[src/rtl/keypad_entry_display_if.sv]
// Keypad/display pin bundle for keypad_entry_display: keypad matrix, clear
// input, key strobe/code, entry value and multiplexed seven-segment outputs.
interface keypad_entry_display_if #(
    parameter int NUM_DIGITS = 4
);
    logic [3:0]              row;
    logic [3:0]              col;
    logic                    clear;
    logic                    key_valid;
    logic [3:0]              key_code;
    logic [4*NUM_DIGITS-1:0] entry;
    logic [NUM_DIGITS-1:0]   an;
    logic [6:0]              seg;

    modport slave (
        input  row, clear,
        output col, key_valid, key_code, entry, an, seg
    );

    modport master (
        output row, clear,
        input  col, key_valid, key_code, entry, an, seg
    );
endinterface

[src/rtl/keypad_entry_display.sv]
// 4x4 keypad scanner with full-scan debounce and ghost rejection, feeding a
// shifting hex entry register shown on a multiplexed NUM_DIGITS 7-seg display.
module keypad_entry_display #(
    parameter int SCAN_DIV    = 100000,
    parameter int DB_SCANS    = 4,
    parameter int NUM_DIGITS  = 4,
    parameter int REFRESH_DIV = 100000
) (
    input  logic                  clk,
    input  logic                  rst_n,
    keypad_entry_display_if.slave bus
);
    localparam int SCW = (SCAN_DIV > 1) ? $clog2(SCAN_DIV) : 1;
    localparam int RFW = (REFRESH_DIV > 1) ? $clog2(REFRESH_DIV) : 1;
    localparam int DGW = (NUM_DIGITS > 1) ? $clog2(NUM_DIGITS) : 1;
    localparam int CNW = $clog2(NUM_DIGITS + 1);
    localparam int DBW = $clog2(DB_SCANS + 1);
    localparam int EW  = 4 * NUM_DIGITS;

    typedef enum logic [1:0] {IDLE, CAND, HELD} db_state_e;

    function automatic logic [3:0] key_at(input logic [1:0] r, input logic [1:0] c);
        case ({r, c})
            4'h0: key_at = 4'h1;  4'h1: key_at = 4'h2;  4'h2: key_at = 4'h3;  4'h3: key_at = 4'hA;
            4'h4: key_at = 4'h4;  4'h5: key_at = 4'h5;  4'h6: key_at = 4'h6;  4'h7: key_at = 4'hB;
            4'h8: key_at = 4'h7;  4'h9: key_at = 4'h8;  4'hA: key_at = 4'h9;  4'hB: key_at = 4'hC;
            4'hC: key_at = 4'h0;  4'hD: key_at = 4'hF;  4'hE: key_at = 4'hE;  default: key_at = 4'hD;
        endcase
    endfunction

    function automatic logic [6:0] hex7(input logic [3:0] v);
        case (v)
            4'h0: hex7 = 7'h40;  4'h1: hex7 = 7'h79;  4'h2: hex7 = 7'h24;  4'h3: hex7 = 7'h30;
            4'h4: hex7 = 7'h19;  4'h5: hex7 = 7'h12;  4'h6: hex7 = 7'h02;  4'h7: hex7 = 7'h78;
            4'h8: hex7 = 7'h00;  4'h9: hex7 = 7'h10;  4'hA: hex7 = 7'h08;  4'hB: hex7 = 7'h03;
            4'hC: hex7 = 7'h46;  4'hD: hex7 = 7'h21;  4'hE: hex7 = 7'h06;  default: hex7 = 7'h0E;
        endcase
    endfunction

    // ---------------- column scan ----------------
    logic [SCW-1:0] scan_cnt_q;
    logic [1:0]     col_idx_q;
    logic [3:0]     col_q;
    logic           sample;

    assign sample = (scan_cnt_q == SCW'(SCAN_DIV - 1));

    always_ff @(posedge clk or negedge rst_n) begin
        if (!rst_n) begin
            scan_cnt_q <= '0;
            col_idx_q  <= '0;
            col_q      <= 4'b1110;
        end else if (sample) begin
            scan_cnt_q <= '0;
            col_idx_q  <= col_idx_q + 2'd1;
            col_q      <= ~(4'b0001 << (col_idx_q + 2'd1));
        end else begin
            scan_cnt_q <= scan_cnt_q + SCW'(1);
        end
    end

    // Hit count saturates at 2: anything above one key is a ghost/NONE.
    logic [1:0] col_hits, base_n, acc_n_q, scan_n;
    logic [3:0] col_code, base_code, acc_code_q, scan_code;
    logic [2:0] tot_n;
    logic       scan_end, single;

    always_comb begin
        col_hits = '0;
        col_code = '0;
        for (int unsigned r = 0; r < 4; r++) begin
            if (!bus.row[r]) begin
                col_code = key_at(2'(r), col_idx_q);
                if (col_hits != 2'd2) col_hits = col_hits + 2'd1;
            end
        end
        base_n    = (col_idx_q == 2'd0) ? 2'd0 : acc_n_q;
        base_code = (col_idx_q == 2'd0) ? 4'd0 : acc_code_q;
        tot_n     = {1'b0, base_n} + {1'b0, col_hits};
        scan_n    = (tot_n >= 3'd2) ? 2'd2 : tot_n[1:0];
        scan_code = (col_hits != 2'd0) ? col_code : base_code;
    end

    assign scan_end = sample && (col_idx_q == 2'd3);
    assign single   = (scan_n == 2'd1);

    always_ff @(posedge clk or negedge rst_n) begin
        if (!rst_n) begin
            acc_n_q    <= '0;
            acc_code_q <= '0;
        end else if (sample) begin
            acc_n_q    <= scan_n;
            acc_code_q <= scan_code;
        end
    end

    // ---------------- debounce FSM ----------------
    db_state_e      state_q, state_d;
    logic [3:0]     cand_q, cand_d;
    logic [DBW-1:0] cnt_q, cnt_d, rcnt_q, rcnt_d;
    logic           accept;

    always_ff @(posedge clk or negedge rst_n) begin
        if (!rst_n) begin
            state_q <= IDLE;
            cand_q  <= '0;
            cnt_q   <= '0;
            rcnt_q  <= '0;
        end else begin
            state_q <= state_d;
            cand_q  <= cand_d;
            cnt_q   <= cnt_d;
            rcnt_q  <= rcnt_d;
        end
    end

    always_comb begin
        state_d = state_q;
        cand_d  = cand_q;
        cnt_d   = cnt_q;
        rcnt_d  = rcnt_q;
        accept  = 1'b0;
        if (scan_end) begin
            case (state_q)
                IDLE: if (single) begin
                    if (DB_SCANS == 1) begin
                        accept  = 1'b1;
                        state_d = HELD;
                        rcnt_d  = '0;
                    end else begin
                        state_d = CAND;
                        cand_d  = scan_code;
                        cnt_d   = DBW'(1);
                    end
                end
                CAND: begin
                    if (!single) begin
                        state_d = IDLE;
                    end else if (scan_code != cand_q) begin
                        cand_d = scan_code;
                        cnt_d  = DBW'(1);
                    end else if (cnt_q + DBW'(1) == DBW'(DB_SCANS)) begin
                        accept  = 1'b1;
                        state_d = HELD;
                        rcnt_d  = '0;
                    end else begin
                        cnt_d = cnt_q + DBW'(1);
                    end
                end
                HELD: begin
                    if (single) begin
                        rcnt_d = '0;
                    end else if (rcnt_q + DBW'(1) == DBW'(DB_SCANS)) begin
                        state_d = IDLE;
                        rcnt_d  = '0;
                    end else begin
                        rcnt_d = rcnt_q + DBW'(1);
                    end
                end
                default: state_d = IDLE;
            endcase
        end
    end

    // ---------------- entry register ----------------
    logic           key_valid_q;
    logic [3:0]     key_code_q;
    logic [EW-1:0]  entry_q;
    logic [CNW-1:0] count_q;

    always_ff @(posedge clk or negedge rst_n) begin
        if (!rst_n) begin
            key_valid_q <= 1'b0;
            key_code_q  <= '0;
            entry_q     <= '0;
            count_q     <= '0;
        end else begin
            key_valid_q <= accept && !bus.clear;
            if (bus.clear) begin
                entry_q <= '0;
                count_q <= '0;
            end else if (accept) begin
                key_code_q <= scan_code;
                entry_q    <= (entry_q << 4) | EW'(scan_code);
                if (count_q != CNW'(NUM_DIGITS)) count_q <= count_q + CNW'(1);
            end
        end
    end

    // ---------------- display refresh ----------------
    logic [RFW-1:0]        ref_cnt_q;
    logic [DGW-1:0]        dig_q;
    logic [NUM_DIGITS-1:0] an_q;
    logic [6:0]            seg_q;

    always_ff @(posedge clk or negedge rst_n) begin
        if (!rst_n) begin
            ref_cnt_q <= '0;
            dig_q     <= '0;
            an_q      <= '1;
            seg_q     <= 7'h7F;
        end else begin
            if (ref_cnt_q == RFW'(REFRESH_DIV - 1)) begin
                ref_cnt_q <= '0;
                dig_q     <= (dig_q == DGW'(NUM_DIGITS - 1)) ? '0 : dig_q + DGW'(1);
            end else begin
                ref_cnt_q <= ref_cnt_q + RFW'(1);
            end
            if (int'(dig_q) < int'(count_q)) begin
                an_q  <= ~(NUM_DIGITS'(1) << dig_q);
                seg_q <= hex7(entry_q[{dig_q, 2'b00} +: 4]);
            end else begin
                an_q  <= '1;
                seg_q <= 7'h7F;
            end
        end
    end

    assign bus.col       = col_q;
    assign bus.key_valid = key_valid_q;
    assign bus.key_code  = key_code_q;
    assign bus.entry     = entry_q;
    assign bus.an        = an_q;
    assign bus.seg       = seg_q;
endmodule
[src/flat_wrapper.sv]
// flat-port wrapper written by rule: the top's interface ports become plain ports
module keypad_entry_display_flat 
#(
    parameter int SCAN_DIV    = 100000,
    parameter int DB_SCANS    = 4,
    parameter int NUM_DIGITS  = 4,
    parameter int REFRESH_DIV = 100000
)
  (clk, rst_n, bus_row, bus_clear, bus_col, bus_key_valid, bus_key_code, bus_entry, bus_an, bus_seg);
  keypad_entry_display_if #(.NUM_DIGITS(NUM_DIGITS)) bus_i ();
  input  logic clk;
  input  logic rst_n;
  input wire logic [$bits(bus_i.row)-1:0] bus_row;
  input wire logic [$bits(bus_i.clear)-1:0] bus_clear;
  output wire logic [$bits(bus_i.col)-1:0] bus_col;
  output wire logic [$bits(bus_i.key_valid)-1:0] bus_key_valid;
  output wire logic [$bits(bus_i.key_code)-1:0] bus_key_code;
  output wire logic [$bits(bus_i.entry)-1:0] bus_entry;
  output wire logic [$bits(bus_i.an)-1:0] bus_an;
  output wire logic [$bits(bus_i.seg)-1:0] bus_seg;
  assign bus_i.row = bus_row;
  assign bus_i.clear = bus_clear;
  assign bus_col = bus_i.col;
  assign bus_key_valid = bus_i.key_valid;
  assign bus_key_code = bus_i.key_code;
  assign bus_entry = bus_i.entry;
  assign bus_an = bus_i.an;
  assign bus_seg = bus_i.seg;
  keypad_entry_display #(.SCAN_DIV(SCAN_DIV), .DB_SCANS(DB_SCANS), .NUM_DIGITS(NUM_DIGITS), .REFRESH_DIV(REFRESH_DIV)) u_core (.clk(clk), .rst_n(rst_n), .bus(bus_i));
endmodule
[config.mk]
export PLATFORM = sky130hd
export DESIGN_NAME = keypad_entry_display_flat
export DESIGN_NICKNAME = d
export VERILOG_FILES = /design/src/rtl/keypad_entry_display_if.sv /design/src/rtl/keypad_entry_display.sv /design/src/flat_wrapper.sv
export SDC_FILE = /design/constraint.sdc
export NUM_CORES = 1
export LEC_CHECK = 0
export ABC_AREA = 1
export BUFFER_PORTS_ARGS = -buffer_cell sky130_fd_sc_hd__buf_2
export CORE_MARGIN = 4
export CORE_UTILIZATION = 30
export DETAILED_ROUTE_END_ITERATION = 8
export GPL_ROUTABILITY_DRIVEN = 0
export SLEW_MARGIN = 30
export SYNTH_ARGS = -nofsm -noshare
export SYNTH_HDL_FRONTEND = slang
export SYNTH_SLANG_ARGS = --single-unit
[constraint.sdc]
create_clock -name clk -period 3.83 [get_ports clk]
set_clock_uncertainty 0.15 [all_clocks]
set_input_delay 0.383 -clock clk [delete_from_list [all_inputs] [get_ports clk]]
set_output_delay 0.383 -clock clk [all_outputs]
set_load 0.05 [all_outputs]
==> impl_metrics.json <==
{
  "synthAdderAreaFrac_pct": 7.67,
  "h-tree-depth": 3,
  "syn2layout_area_growth_pct": 14.8,
  "hold_viol": 0,
  "dieArea_sq_mm": 0.0199,
  "grt_pass1_wl_um": 19500,
  "yosysWarnings": 0,
  "pre_cts_ws_ns": 0.123,
  "synthesis.area_sq_mm": 0.00532,
  "reg2reg_from": "u_core.col_idx_q[0]$_DFFE_PN0N_",
  "p_leak_uw": 0.00315,
  "internal-power_uw": 1580,
  "synthXorXnorAreaFrac_pct": 1.15,
  "initialDrtViolationCount": 212,
  "ys_ff_latch": 95,
  "die_x_um": 141,
  "hold_class": "input pin to register",
  "synth-edff-count": 0,
  "status": "complete, no violations",
  "synth-simple-area-share_pct": 29.4,
  "fin_crit_sh_pct": 86.9,
  "initial_core_util_pct": 30.6,
  "fin_area_sq_mm": 0.00611,
  "grt_max_degree": 40,
  "drc": 0,
  "path_class": "input pin to register",
  "grt_pass1_vias": 4069,
  "synth_top_area_share_pct": 38.1,
  "startpoint_type": "input pin",
  "ys_seq_area_share_pct": 45.0,
  "ys_top_cells_by_area": "dfrtp_1 (38%), nand2_1 (13%), inv_1 (7.5%), ha_1 (7.3%), dfstp_2 (6.9%)",
  "cp-startpoint": "bus_row[1]",
  "maxSlewHeadroom_pct": 59.4,
  "cts_tree": "built",
  "via_per_inst": 4.54,
  "p_per_area_mw_per_mm2": 355,
  "yosys.area.top_type": "dfrtp_1",
  "crit_path_end_kind": "register",
  "hpwl_um": 8380,
  "clk-insertion-delay-late_ns": 0.35,
  "routed_wl_um": 11100,
  "synth_cell_types": 47,
  "required_ns": 3.92,
  "fin_setup_tns_ns": 0,
  "num_io_pins": 43,
  "rsz0062_at_grt": "false",
  "synthMuxAreaShare_pct": 0,
  "p_seq_share_pct": 48.1,
  "tightest_slew_ns": 0.603,
  "critical_path_arrival_ns": 3.42,
  "synth_compound_area_share_pct": 8.14,
  "track_usage_pct": 11.8,
  "synthFlopType": "dfrtp_1",
  "fin_total_pwr_uw": 2170,
  "vdd_ir_drop_max_mv": 0.175,
  "core-area_sq_mm": 0.0174,
  "min_from": "bus_clear",
  "async_reset_ff_share_pct": 100,
  "fillerInstances": 1813,
  "drive_gt1_share_pct": 14.0,
  "grt-ovfl-total": 0,
  "clockBufferDepth": 2,
  "min_period_ns": 3.33,
  "setup_violations": 0,
  "placed_area_sq_mm": 0.00581,
  "clkSinkCount": 95,
  "synth_top_family_by_area": "simple AND/OR/NAND/NOR gates",
  "setup_ws_ns": 0.501,
  "cp_max_fo": 13,
  "fin_cells": 951,
  "die-height_um": 141,
  "p_sw_uw": 591,
  "dr.pass1.iters": 4,
  "numCtsBuffers": 9,
  "port_buffers": 42,
  "avgRoutedWirePerCell_um": 11.7,
  "synthCells": 667,
  "drv_cap": 0,
  "drtAntennaViolNets": 0,
  "vias": 4315,
  "clk_pin_slew_ns": 0.07,
  "row_count": 48,
  "nets": 760,
  "antenna_cells": 0,
  "root_buffer": "clkbuf_16",
  "synth_area_per_cell_sq_um": 7.97,
  "p_sw_share_pct": 27.2,
  "clockPowerShare_pct": 40.5,
  "synth_fp_nets": 706,
  "post_cts_buffers": 0,
  "dp_cells": 934,
  "pwr-share-comb_pct": 11.4,
  "max_freq_mhz": 300,
  "maxSlewViolCount": 0,
  "antenna_found_initial": 0
}
-- worst max-delay path, stage by stage --
cell and delay [ns]:
buf_2 0.13, inv_1 0.07, ha_1 0.28, nand2_2 0.06, and2_1 0.16, ha_1 0.26
or2_1 0.13, nand2_4 0.11, fa_1 0.51, nand2_1 0.05, inv_1 0.06, nand2_1 0.06
nor2_1 0.17, nand2_1 0.12, nor3_2 0.27, nand3_4 0.18, nand2_4 0.14, inv_2 0.12
nand2_1 0.09, nand2_1 0.06
-- power groups by stage --
stage          clock network (uW)  registers (uW)  logic (uW)
6_report                      878            1040         248
5_1_grt                       944            1050         279
4_1_cts                       901            1040         254
3_5_place_dp                    0            1060         253
3_3_place_gp                    0            1060         251
2_1_floorplan                   0            1130         109
-- routing by layer --
layer / global-route usage (%) / wire [um]
met1: 16.1 / 5390
met2: 19.1 / 5140
met3: 2.07 / 355
met4: 4.08 / 201
met5: 0 / 0
-- through the flow --
step	util (%)	hold WS, ns
floorplan	-	-0.0626
global placement	33.5	0.242
detailed placement	33.5	0.249
CTS	35.2	0.191
global route	35.2	0.205
finish	35.2	0.200
-- state kept, by name (all words and copies together), names as in the netlist, 7 cells and up --
signal,flops
u_core.scan_cnt_q,17
u_core.ref_cnt_q,17
u_core.bus.entry,16
u_core.bus.seg,7
-- cell type report --
| class | instances | area [sq um] | share of cell area [%] |
|---|---|---|---|
| Tap cell | 225 | 282 | 4.61 |
| Clock buffer | 12 | 258 | 4.22 |
| Sequential cell | 95 | 2390 | 39.2 |
| Multi-Input combinational cell | 456 | 2460 | 40.3 |
| Timing Repair Buffer | 49 | 268 | 4.39 |
| Clock inverter | 4 | 27.5 | 0.451 |
| Inverter | 110 | 413 | 6.76 |
-- synthesized netlist by cell type, types with 2 or more instances --
library cell  count
a21oi_1          20
a31oi_1           4
a32oi_1           3
buf_6             3
clkbuf_1          2
clkinv_1          2
dfrtp_1          81
dfstp_2          14
ha_1             31
inv_1           106
inv_2             2
nand2_1         188
nand2_2           5
nand2_4           5
nand3_1          43
nand3_2           2
nand3b_1          6
nand4_1           8
nor2_1           51
nor2_4            2
nor3_1            9
nor4_1            5
o21a_1            2
o21ai_0          41
or2_1             2
or2_2             3
xor2_1            7
-- final timing paths --
path / slack (ns) / cells after the start / end
min in group asynchronous: 0.40 / 2 / u_core.dig_q[1]$_DFFE_PN0N_
hold reg to reg: 0.31 / 1 / u_core.ref_cnt_q[0]$_DFF_PN0_
max in group asynchronous: 2.33 / 3 / u_core.bus.col[1]$_DFFE_PN1N_
setup / recovery: 0.50 / 20 / u_core.bus.entry[7]$_DFFE_PN0P_
hold / removal: 0.20 / 2 / u_core.bus.key_valid$_DFF_PN0_
setup reg to reg: 0.56 / 16 / u_core.bus.entry[7]$_DFFE_PN0P_
-- layout by cell type (no fill, tap or decap), drive strengths merged, types with 2 or more instances in the layout --
| cell type | netlist | layout |
|---|---|---|
| clkbuf | 2 | 12 |
| a32oi | 3 | 3 |
| nand3b | 6 | 6 |
| nand4 | 8 | 8 |
| o21a | 2 | 2 |
| dfstp | 14 | 14 |
| nor3 | 10 | 10 |
| clkinv | 2 | 3 |
| nor4 | 7 | 7 |
| nor2 | 55 | 55 |
| dfrtp | 81 | 81 |
| inv | 108 | 110 |
| o21ai | 42 | 42 |
| or2 | 5 | 5 |
| buf | 4 | 48 |
| a31oi | 4 | 4 |
| ha | 31 | 31 |
| xor2 | 7 | 7 |
| nand2 | 198 | 198 |
| nand3 | 46 | 46 |
| a21oi | 20 | 20 |
-- repair_timing --
item / in CTS / in global routing
resized for setup: 0 / 0
endpoints found under the hold margin: 26 / 0
hold buffers: 1 / 0
setup endpoints to repair: 0 / 0
-- cells by family (layout without fill, tap and decap cells) --
family | count (synthesis) | in the layout
adders and majority gates | 32 | 32
AOI/OAI and AO/OA | 78 | 78
DFF | 95 | 95
and+or+nand+nor | 339 | 339
buffers and inverters | 116 | 175
xor gates and xnor gates | 7 | 7
No activity file was read; power rests on OpenSTA's default activity.
